`src/rtl/cpu_timer_if.sv`:
```
// CPU memory-bus view of the timer block: access controls, read data, hit flag and interrupt.
// The CPU drives through master; the timer sits on slave.
interface cpu_timer_if;
    logic [1:0]  t_cycle;
    logic        mem_enable;
    logic        mem_write;
    logic [15:0] mem_addr;
    logic [7:0]  mem_wdata;
    logic [7:0]  mem_rdata;
    logic        mem_hit;
    logic        irq_timer;

    modport master (
        output t_cycle, mem_enable, mem_write, mem_addr, mem_wdata,
        input  mem_rdata, mem_hit, irq_timer
    );

    modport slave (
        input  t_cycle, mem_enable, mem_write, mem_addr, mem_wdata,
        output mem_rdata, mem_hit, irq_timer
    );
endinterface

```
`src/rtl/cpu_timer.sv`:
```
// DIV/TIMA/TMA/TAC timer mapped at 0xFF04..0xFF07.
// A TIMA overflow opens a four-clock window reading 0x00, then reloads from TMA with a one-clock irq.
module cpu_timer (
    input  logic       clk,
    input  logic       reset_n,
    cpu_timer_if.slave bus
);
    // state   | meaning
    // IDLE    | TIMA counts falling edges of the selected DIV tap
    // PENDING | TIMA overflowed and reads 0x00; cnt_pend runs 3..0
    // RELOAD  | TIMA was just loaded from TMA; irq_timer high this clk
    typedef enum logic [1:0] {IDLE, PENDING, RELOAD} state_t;

    state_t      state;
    logic [1:0]  cnt_pend;
    logic [15:0] div;
    logic [7:0]  tima;
    logic [7:0]  tma;
    logic [2:0]  tac;
    logic        tick_q;
    logic        irq_q;
    logic        tap;
    logic        tick_in;
    logic        tick_fall;
    logic        wr_commit;
    logic        wr_div;
    logic        wr_tima;
    logic        wr_tma;
    logic        wr_tac;
    logic [7:0]  tma_eff;

    assign bus.mem_hit   = bus.mem_enable && (bus.mem_addr[15:2] == 14'h3FC1);
    assign wr_commit     = bus.mem_hit && bus.mem_write && (bus.t_cycle == 2'd3);
    assign wr_div        = wr_commit && (bus.mem_addr[1:0] == 2'd0);
    assign wr_tima       = wr_commit && (bus.mem_addr[1:0] == 2'd1);
    assign wr_tma        = wr_commit && (bus.mem_addr[1:0] == 2'd2);
    assign wr_tac        = wr_commit && (bus.mem_addr[1:0] == 2'd3);
    // A TMA write landing on the reload edge must reach TIMA in that same clock.
    assign tma_eff       = wr_tma ? bus.mem_wdata : tma;
    assign tick_in       = tap && tac[2];
    assign tick_fall     = tick_q && !tick_in;
    assign bus.irq_timer = irq_q;

    always_comb begin
        tap = div[9];
        case (tac[1:0])
            2'b00:   tap = div[9];
            2'b01:   tap = div[3];
            2'b10:   tap = div[5];
            default: tap = div[7];
        endcase
    end

    always_comb begin
        bus.mem_rdata = 8'hFF;
        if (bus.mem_hit) begin
            case (bus.mem_addr[1:0])
                2'd0:    bus.mem_rdata = div[15:8];
                2'd1:    bus.mem_rdata = tima;
                2'd2:    bus.mem_rdata = tma;
                default: bus.mem_rdata = {5'b11111, tac};
            endcase
        end
    end

    always_ff @(posedge clk or negedge reset_n) begin
        if (!reset_n) begin
            div      <= 16'h0000;
            tima     <= 8'h00;
            tma      <= 8'h00;
            tac      <= 3'b000;
            tick_q   <= 1'b0;
            state    <= IDLE;
            cnt_pend <= 2'd0;
            irq_q    <= 1'b0;
        end else begin
            div    <= wr_div ? 16'h0000 : div + 16'd1;
            tick_q <= tick_in;
            irq_q  <= 1'b0;
            if (wr_tma) tma <= bus.mem_wdata;
            if (wr_tac) tac <= bus.mem_wdata[2:0];
            case (state)
                PENDING: begin
                    if (cnt_pend == 2'd0) begin
                        // Reload edge: any TIMA write or tick on this edge loses to TMA.
                        tima  <= tma_eff;
                        state <= RELOAD;
                        irq_q <= 1'b1;
                    end else if (wr_tima) begin
                        tima  <= bus.mem_wdata;
                        state <= IDLE;
                    end else begin
                        cnt_pend <= cnt_pend - 2'd1;
                        if (tick_fall) tima <= tima + 8'd1;
                    end
                end
                default: begin
                    state <= IDLE;
                    if (wr_tima) begin
                        tima <= bus.mem_wdata;
                    end else if (tick_fall) begin
                        if (tima == 8'hFF) begin
                            tima     <= 8'h00;
                            state    <= PENDING;
                            cnt_pend <= 2'd3;
                        end else begin
                            tima <= tima + 8'd1;
                        end
                    end
                end
            endcase
        end
    end
endmodule

```
`src/flat_wrapper.sv`:
```
// flat-port wrapper written by rule: the top's interface ports become plain ports
module cpu_timer_flat 
  (clk, reset_n, bus_t_cycle, bus_mem_enable, bus_mem_write, bus_mem_addr, bus_mem_wdata, bus_mem_rdata, bus_mem_hit, bus_irq_timer);
  cpu_timer_if bus_i ();
  input  logic clk;
  input  logic reset_n;
  input wire logic [$bits(bus_i.t_cycle)-1:0] bus_t_cycle;
  input wire logic [$bits(bus_i.mem_enable)-1:0] bus_mem_enable;
  input wire logic [$bits(bus_i.mem_write)-1:0] bus_mem_write;
  input wire logic [$bits(bus_i.mem_addr)-1:0] bus_mem_addr;
  input wire logic [$bits(bus_i.mem_wdata)-1:0] bus_mem_wdata;
  output wire logic [$bits(bus_i.mem_rdata)-1:0] bus_mem_rdata;
  output wire logic [$bits(bus_i.mem_hit)-1:0] bus_mem_hit;
  output wire logic [$bits(bus_i.irq_timer)-1:0] bus_irq_timer;
  assign bus_i.t_cycle = bus_t_cycle;
  assign bus_i.mem_enable = bus_mem_enable;
  assign bus_i.mem_write = bus_mem_write;
  assign bus_i.mem_addr = bus_mem_addr;
  assign bus_i.mem_wdata = bus_mem_wdata;
  assign bus_mem_rdata = bus_i.mem_rdata;
  assign bus_mem_hit = bus_i.mem_hit;
  assign bus_irq_timer = bus_i.irq_timer;
  cpu_timer u_core (.clk(clk), .reset_n(reset_n), .bus(bus_i));
endmodule
```
`config.mk`:
```
export PLATFORM = sky130hd
export DESIGN_NAME = cpu_timer_flat
export DESIGN_NICKNAME = d
export VERILOG_FILES = /design/src/rtl/cpu_timer_if.sv /design/src/rtl/cpu_timer.sv /design/src/flat_wrapper.sv
export SDC_FILE = /design/constraint.sdc
export NUM_CORES = 1
export LEC_CHECK = 0
export ABC_AREA = 1
export ABC_CLOCK_PERIOD_IN_PS = 2300
export CAP_MARGIN = 20
export CELL_PAD_IN_SITES_DETAIL_PLACEMENT = 1
export CELL_PAD_IN_SITES_GLOBAL_PLACEMENT = 1
export CORE_MARGIN = 3
export CORE_UTILIZATION = 42
export DETAILED_ROUTE_END_ITERATION = 7
export HOLD_SLACK_MARGIN = 0.02
export PLACE_DENSITY = 0.92
export SYNTH_ARGS = -nofsm -noshare
export SYNTH_HDL_FRONTEND = slang
export SYNTH_SLANG_ARGS = --single-unit
```
`constraint.sdc`:
```
create_clock -name clk -period 2.3 [get_ports clk]
set_input_delay 0.23 -clock clk [delete_from_list [all_inputs] [get_ports clk]]
set_output_delay 0.23 -clock clk [all_outputs]
set_load 0.005 [all_outputs]
```
Word-level counts from Yosys, hierarchy flattened
Cells that the tools add are included.
- $add $sub $neg: 3
- multipliers: 0
- divide/modulo/power cells: 0
- order comparisons: 0
- eq/ne operators: 13
- shifts and indexed selects: 0
- mux-type cells: 26
- bitwise logic cells: 0
- reduce and logical (&&, ||, !) cells: 19
- operators by type and width (cell ; number):
    8-bit 2-to-1 mux ; 9
    8-bit one-hot mux with 3 select lines ; 1
    2-bit 2-to-1 mux ; 11
    16-bit by 1-bit adder with 16-bit output (second input constant) ; 1
    16-bit 2-to-1 mux ; 1
    14-bit equality test (second input constant) ; 1
    1-bit logical AND ; 9
    8-bit by 1-bit adder with 8-bit output (second input constant) ; 1
    2-bit equality test (second input constant) ; 4
    8-bit equality test (second input constant) ; 1
    2-bit by 1-bit equality test with 1-bit output (second input constant) ; 3
    2-bit logical NOT ; 3
    2-bit inequality test (second input constant) ; 3
    3-bit nonzero test ; 2
    5-bit AND reduction ; 1
    2-bit nonzero test ; 2
    1-bit 2-to-1 mux ; 3
    3-bit by 1-bit inequality test with 1-bit output (second input constant) ; 1
    1-bit one-hot mux with 3 select lines ; 1
    2-bit AND reduction ; 1
    2-bit by 1-bit subtractor with 2-bit output (second input constant) ; 1
    1-bit logical NOT ; 1
- bits in registers: 41
- bits in latches: 0
- bits in writable memories: 0
- memory bits (read-only): 0
- bits of input ports: 30
- output and inout bits: 10
- memories kept: 0

Depth between registers and ports, before layout
- depth after elaboration: 9
- depth in mapped cells: 12
- depth with buffers taken out: 12

Least setup slack after synthesis
No wires, ideal clock.
- path type: reg-to-reg
- start point: reg u_core.cnt_pend[0]
- end point: reg u_core.tima[5]
- setup time: 0.117 ns
- data arrival time: 1.416 ns
- data required time: 2.183 ns
- setup slack: 0.767 ns
- cell stages (with the launch flop): 11
- path buffers: 1
- clock period less this slack: 1.533 ns
- cell sequence: dfrtp_1 inv_1 ha_1 inv_1 nor2_2 inv_2 nand3_2 buf_6 nand2_2 nor2_1 nor2_1
- longest elaborated chain between the ends: 3
- ends and longest elaborated chain (element ; RTL line ; RTL):
    from (decl) ; cpu_timer.sv:15 ; logic [1:0] cnt_pend;
    from (signal assigned) ; cpu_timer.sv:93 ; cnt_pend <= cnt_pend - 2'd1;
    2-bit logical NOT * ; cpu_timer.sv:84 ; if (cnt_pend == 2'd0) begin
    3-bit nonzero test (no source line) / 8-bit 2-to-1 mux (equally long branches) ; n/a ;
    2-bit AND reduction (no source line) / 8-bit 2-to-1 mux (equally long branches) ; n/a ;
    to (signal assigned) ; cpu_timer.sv:86 ; tima <= tma_eff;
    to (signal assigned) ; cpu_timer.sv:90 ; tima <= bus.mem_wdata;
    to (signal assigned) ; cpu_timer.sv:94 ; if (tick_fall) tima <= tima + 8'd1;
    to (decl) ; cpu_timer.sv:17 ; logic [7:0] tima;
Mark *: on every way between the ends. The rest lies on a longest branch, timed or not.
A chain may end at the register's enable or synchronous reset.

Worst setup path after layout
- start point: in bus_mem_addr[5]
- end point: out bus_mem_rdata[6]
- longest elaborated chain between the ends: 3
- ends and longest elaborated chain (element ; RTL line ; RTL):
    from (decl) ; flat_wrapper.sv:10 ; input wire logic [$bits(bus_i.mem_addr)-1:0] bus_mem_addr;
    14-bit equality test ; cpu_timer.sv:32 ; assign bus.mem_hit = bus.mem_enable && (bus.mem_addr[15:2] == 14'h3FC1);
    1-bit logical AND ; cpu_timer.sv:32 ;
    8-bit 2-to-1 mux ; cpu_timer.sv:56 ; if (bus.mem_hit) begin
    to (decl) ; flat_wrapper.sv:12 ; output wire logic [$bits(bus_i.mem_rdata)-1:0] bus_mem_rdata;
Every way passes these cells.

==> impl_results.md <==
* Vias in the first global route at 2976
* Primary FF master, synth: dfrtp_1
* Die width at 86.52 um
* Inserted Diodes at 0
* Vias per std cell at 5.337
* Required @ worst endpoint at 2070 ps
* Area delta synth->final at 23.76%
* Largest net degree at the start of global routing at 42
* Post-synth EDFFs at 0
* Routed WL at 8498 um
* Final setup skew at 8.097 ps
* Kind of critical path: in -> out
* Fin crit period at 2162 ps
* Library cells used by synthesis at 37
* Root buf cell: clkbuf_8
* Top Ports at 40
* Least-Margin Pin Slew at 963.7 ps
* Cell Area, Synth at 0.002723 mm^2
* Crit-path cells: clkdlybuf4s50_1 > inv_1 > nand2_1 > nor2_1 > nand2_1 > nor2_4 > o2111ai_1 > clkdlybuf4s50_1
* Final Cycle Share at 0.9398
* Synth top area cells: dfrtp_1 (38%), nand2_1 (14%), inv_1 (8.7%)
* Leak at 1.713 nW
* GRT met1 Usage at 0.2849
* Std-Cell Rows at 28
* Dpl hpwl at 6517 um
* Commonest non-fill, non-tap cell in the layout: nand2_1
* Final ANT Viol Nets at 0
* Initial antenna violation count at 0
* Post-synth net total at 416
* Post-synthesis cell count at 383
* Placer's final routability congestion estimate at 0.8911
* Nets at 465
* Post-synth top area cell: dfrtp_1
* Setup_tns at 0 ps
* Register area share after synthesis at 0.3768
* Clk pin slew, worst setup/hold paths at 80 ps
* Most frequent cells in the layout: nand2_1 (104), inv_1 (62), dfrtp_1 (41)
* Final setup viols at 0
* CTS buffer count at 5
* CTS tree: yes
* Most Used Layer, Global Route: met2
* Max Slew Vio Count at 0
* Fmax at 462.6 MHz
* Crit path DAT at 1930 ps
* H-tree depth at 2
* Final count of hold timing violations at 0
* Drt wl/cell at 16.73 um
* Sw power at 0.3524 mW
* Unrepaired setup endpoints after global routing: false
* Clk sinks at 41
* Logic pwr share at 0.087
* Synthesized flop and latch total at 41
* Clk buf depth at 2
* Syn Area/Cell at 7.109 um^2
* DR vias at 2711
* Reg power frac at 0.463
* CP peak stage delay at 500 ps
* Port-buffer cells at 39
* Slowest cell on crit path: clkdlybuf4s50_1
* Met2 Use GR at 0.4520
* GR Layer Usage met3 at 0.03897
* Global-route wire length before repair at 14240 um
* Full die area at 0.007485 mm^2
* Rel. slew slack at 0.3575
* Core area at 0.006096 mm^2
* Hold Crit Class: in -> async
* Cell Pwr Density at 466.9 mW/mm^2
* Final Core Density at 0.5528
* Outcome: finished clean
* CP Max Fanout at 11
* Die H at 86.52 um
* Synth async-reset ratio at 1.000
* Internal at 1.221 mW
* Max cap viols at 0
* Starting Density at 0.4466
* Sw Share at 0.2240
* Drt drc at 0
* First-pass detailed-route iteration total at 4
* Overflow after GRT at 0
* Top-area cell type share of the netlist area at 0.3768
* Clk Latency, worst-skew pair at 310 ps
* Initial drt markers at 193
* Fill count at 794
* VDD IR-drop max at 0.3459 mV
* Synth warn at 0
* CP endpoint kind: output pin
* Startpoint class of the critical path: primary input
* Power share of the clock group at 0.451
* GR Util All Layers at 0.2430
* Share of cells above drive strength 1 at 0.1270
[registers in the layout, summed over array words and instances, names as in the netlist]
name / cells
u_core.tma: 8
u_core.div: 16
u_core.tac: 3
u_core.cnt_pend: 2
u_core.tick_q: 1
u_core.bus.irq_timer: 1
u_core.tima: 8
u_core.state: 2
[cells in the mapped netlist, types with 5 or more instances]
cell type and count:
nand2_1 104, nand3_1 33, dfrtp_1 41, nand2_2 5
nor2_2 8, a21oi_1 11, nand4_1 13, inv_1 63
xor2_1 5, nand3_2 5, nor2_1 25, and2_1 6
o22ai_1 5, inv_2 7, o21ai_0 13
[metal layers]
layer	up-vias	wire, um
li1	1305	-
met1	1364	3689
met2	36	4550
met3	6	190
met4	0	68
met5	-	0
[cell families after synthesis]
| kind of cell | synth area share |
|---|---|
| AO/OA/AOI/OAI | 0.07675 |
| XOR/XNOR | 0.02895 |
| adder cells (fa/ha/maj) | 0.01379 |
| buffers and inverters | 0.1149 |
| flip-flops | 0.3768 |
| multiplexers | 0.004136 |
| AND/OR/NAND/NOR | 0.3847 |
[stage by stage]
stage                     setup WS (ps)  cell area [um^2]  std cells  power [mW]  hold WS [ps]
after floorplan                   766.9              2723        383      0.7889        -65.59
after global placement            92.87              3219        499      0.8726         432.8
after detailed placement          66.60              3219        499      0.8784         437.2
after CTS                         17.15              3353        507       1.586         97.35
after global routing              29.64              3369        508       1.626         139.5
final                             138.5              3369        508       1.573         70.71
[area by class of cell]
class | instances | area, um^2 | share of cell area
Clock buffer | 5 | 68.82 | 0.02042
Clock inverter | 3 | 65.06 | 0.01931
Inverter | 70 | 262.8 | 0.07798
Multi-Input combinational cell | 265 | 1390 | 0.4126
Sequential cell | 41 | 1026 | 0.3045
Tap cell | 75 | 93.84 | 0.02785
Timing Repair Buffer | 49 | 462.9 | 0.1374
[critical path: cells and delay by family]
family	cells	cell delay, ps
compound gates	1	170
buf+inv	3	1010
simple gates	4	510
[power by group through the flow]
stage	combinational, mW	clock (mW)	sequential [mW]
finish	0.136	0.709	0.728
floorplan	0.0476	0	0.741
global route	0.150	0.746	0.729
detailed placement	0.136	0	0.742
CTS	0.137	0.722	0.728
global placement	0.131	0	0.742
[what timing repair did]
action	in CTS	in global routing
hold buffers	0	0
buffers inserted	0	1
gates resized for setup	0	3
endpoints found under the setup margin	0	5
[path summary, 6_finish.rpt]
check / startpoint / to / slack (ps) / cells after the start
worst min-delay path: reset_n / u_core.tma[3] / 70 / 1
worst min register to register: u_core.cnt_pend[0] / u_core.cnt_pend[0] / 490 / 1
min in group clk: u_core.cnt_pend[0] / u_core.cnt_pend[0] / 490 / 1
max in group asynchronous: reset_n / u_core.div[15] / 1620 / 1
worst max register to register: u_core.div[9] / u_core.tima[7] / 510 / 9
worst max-delay path: bus_mem_addr[5] / bus_mem_rdata[6] / 140 / 8
Note: power is estimated with default switching activity, not from simulation.
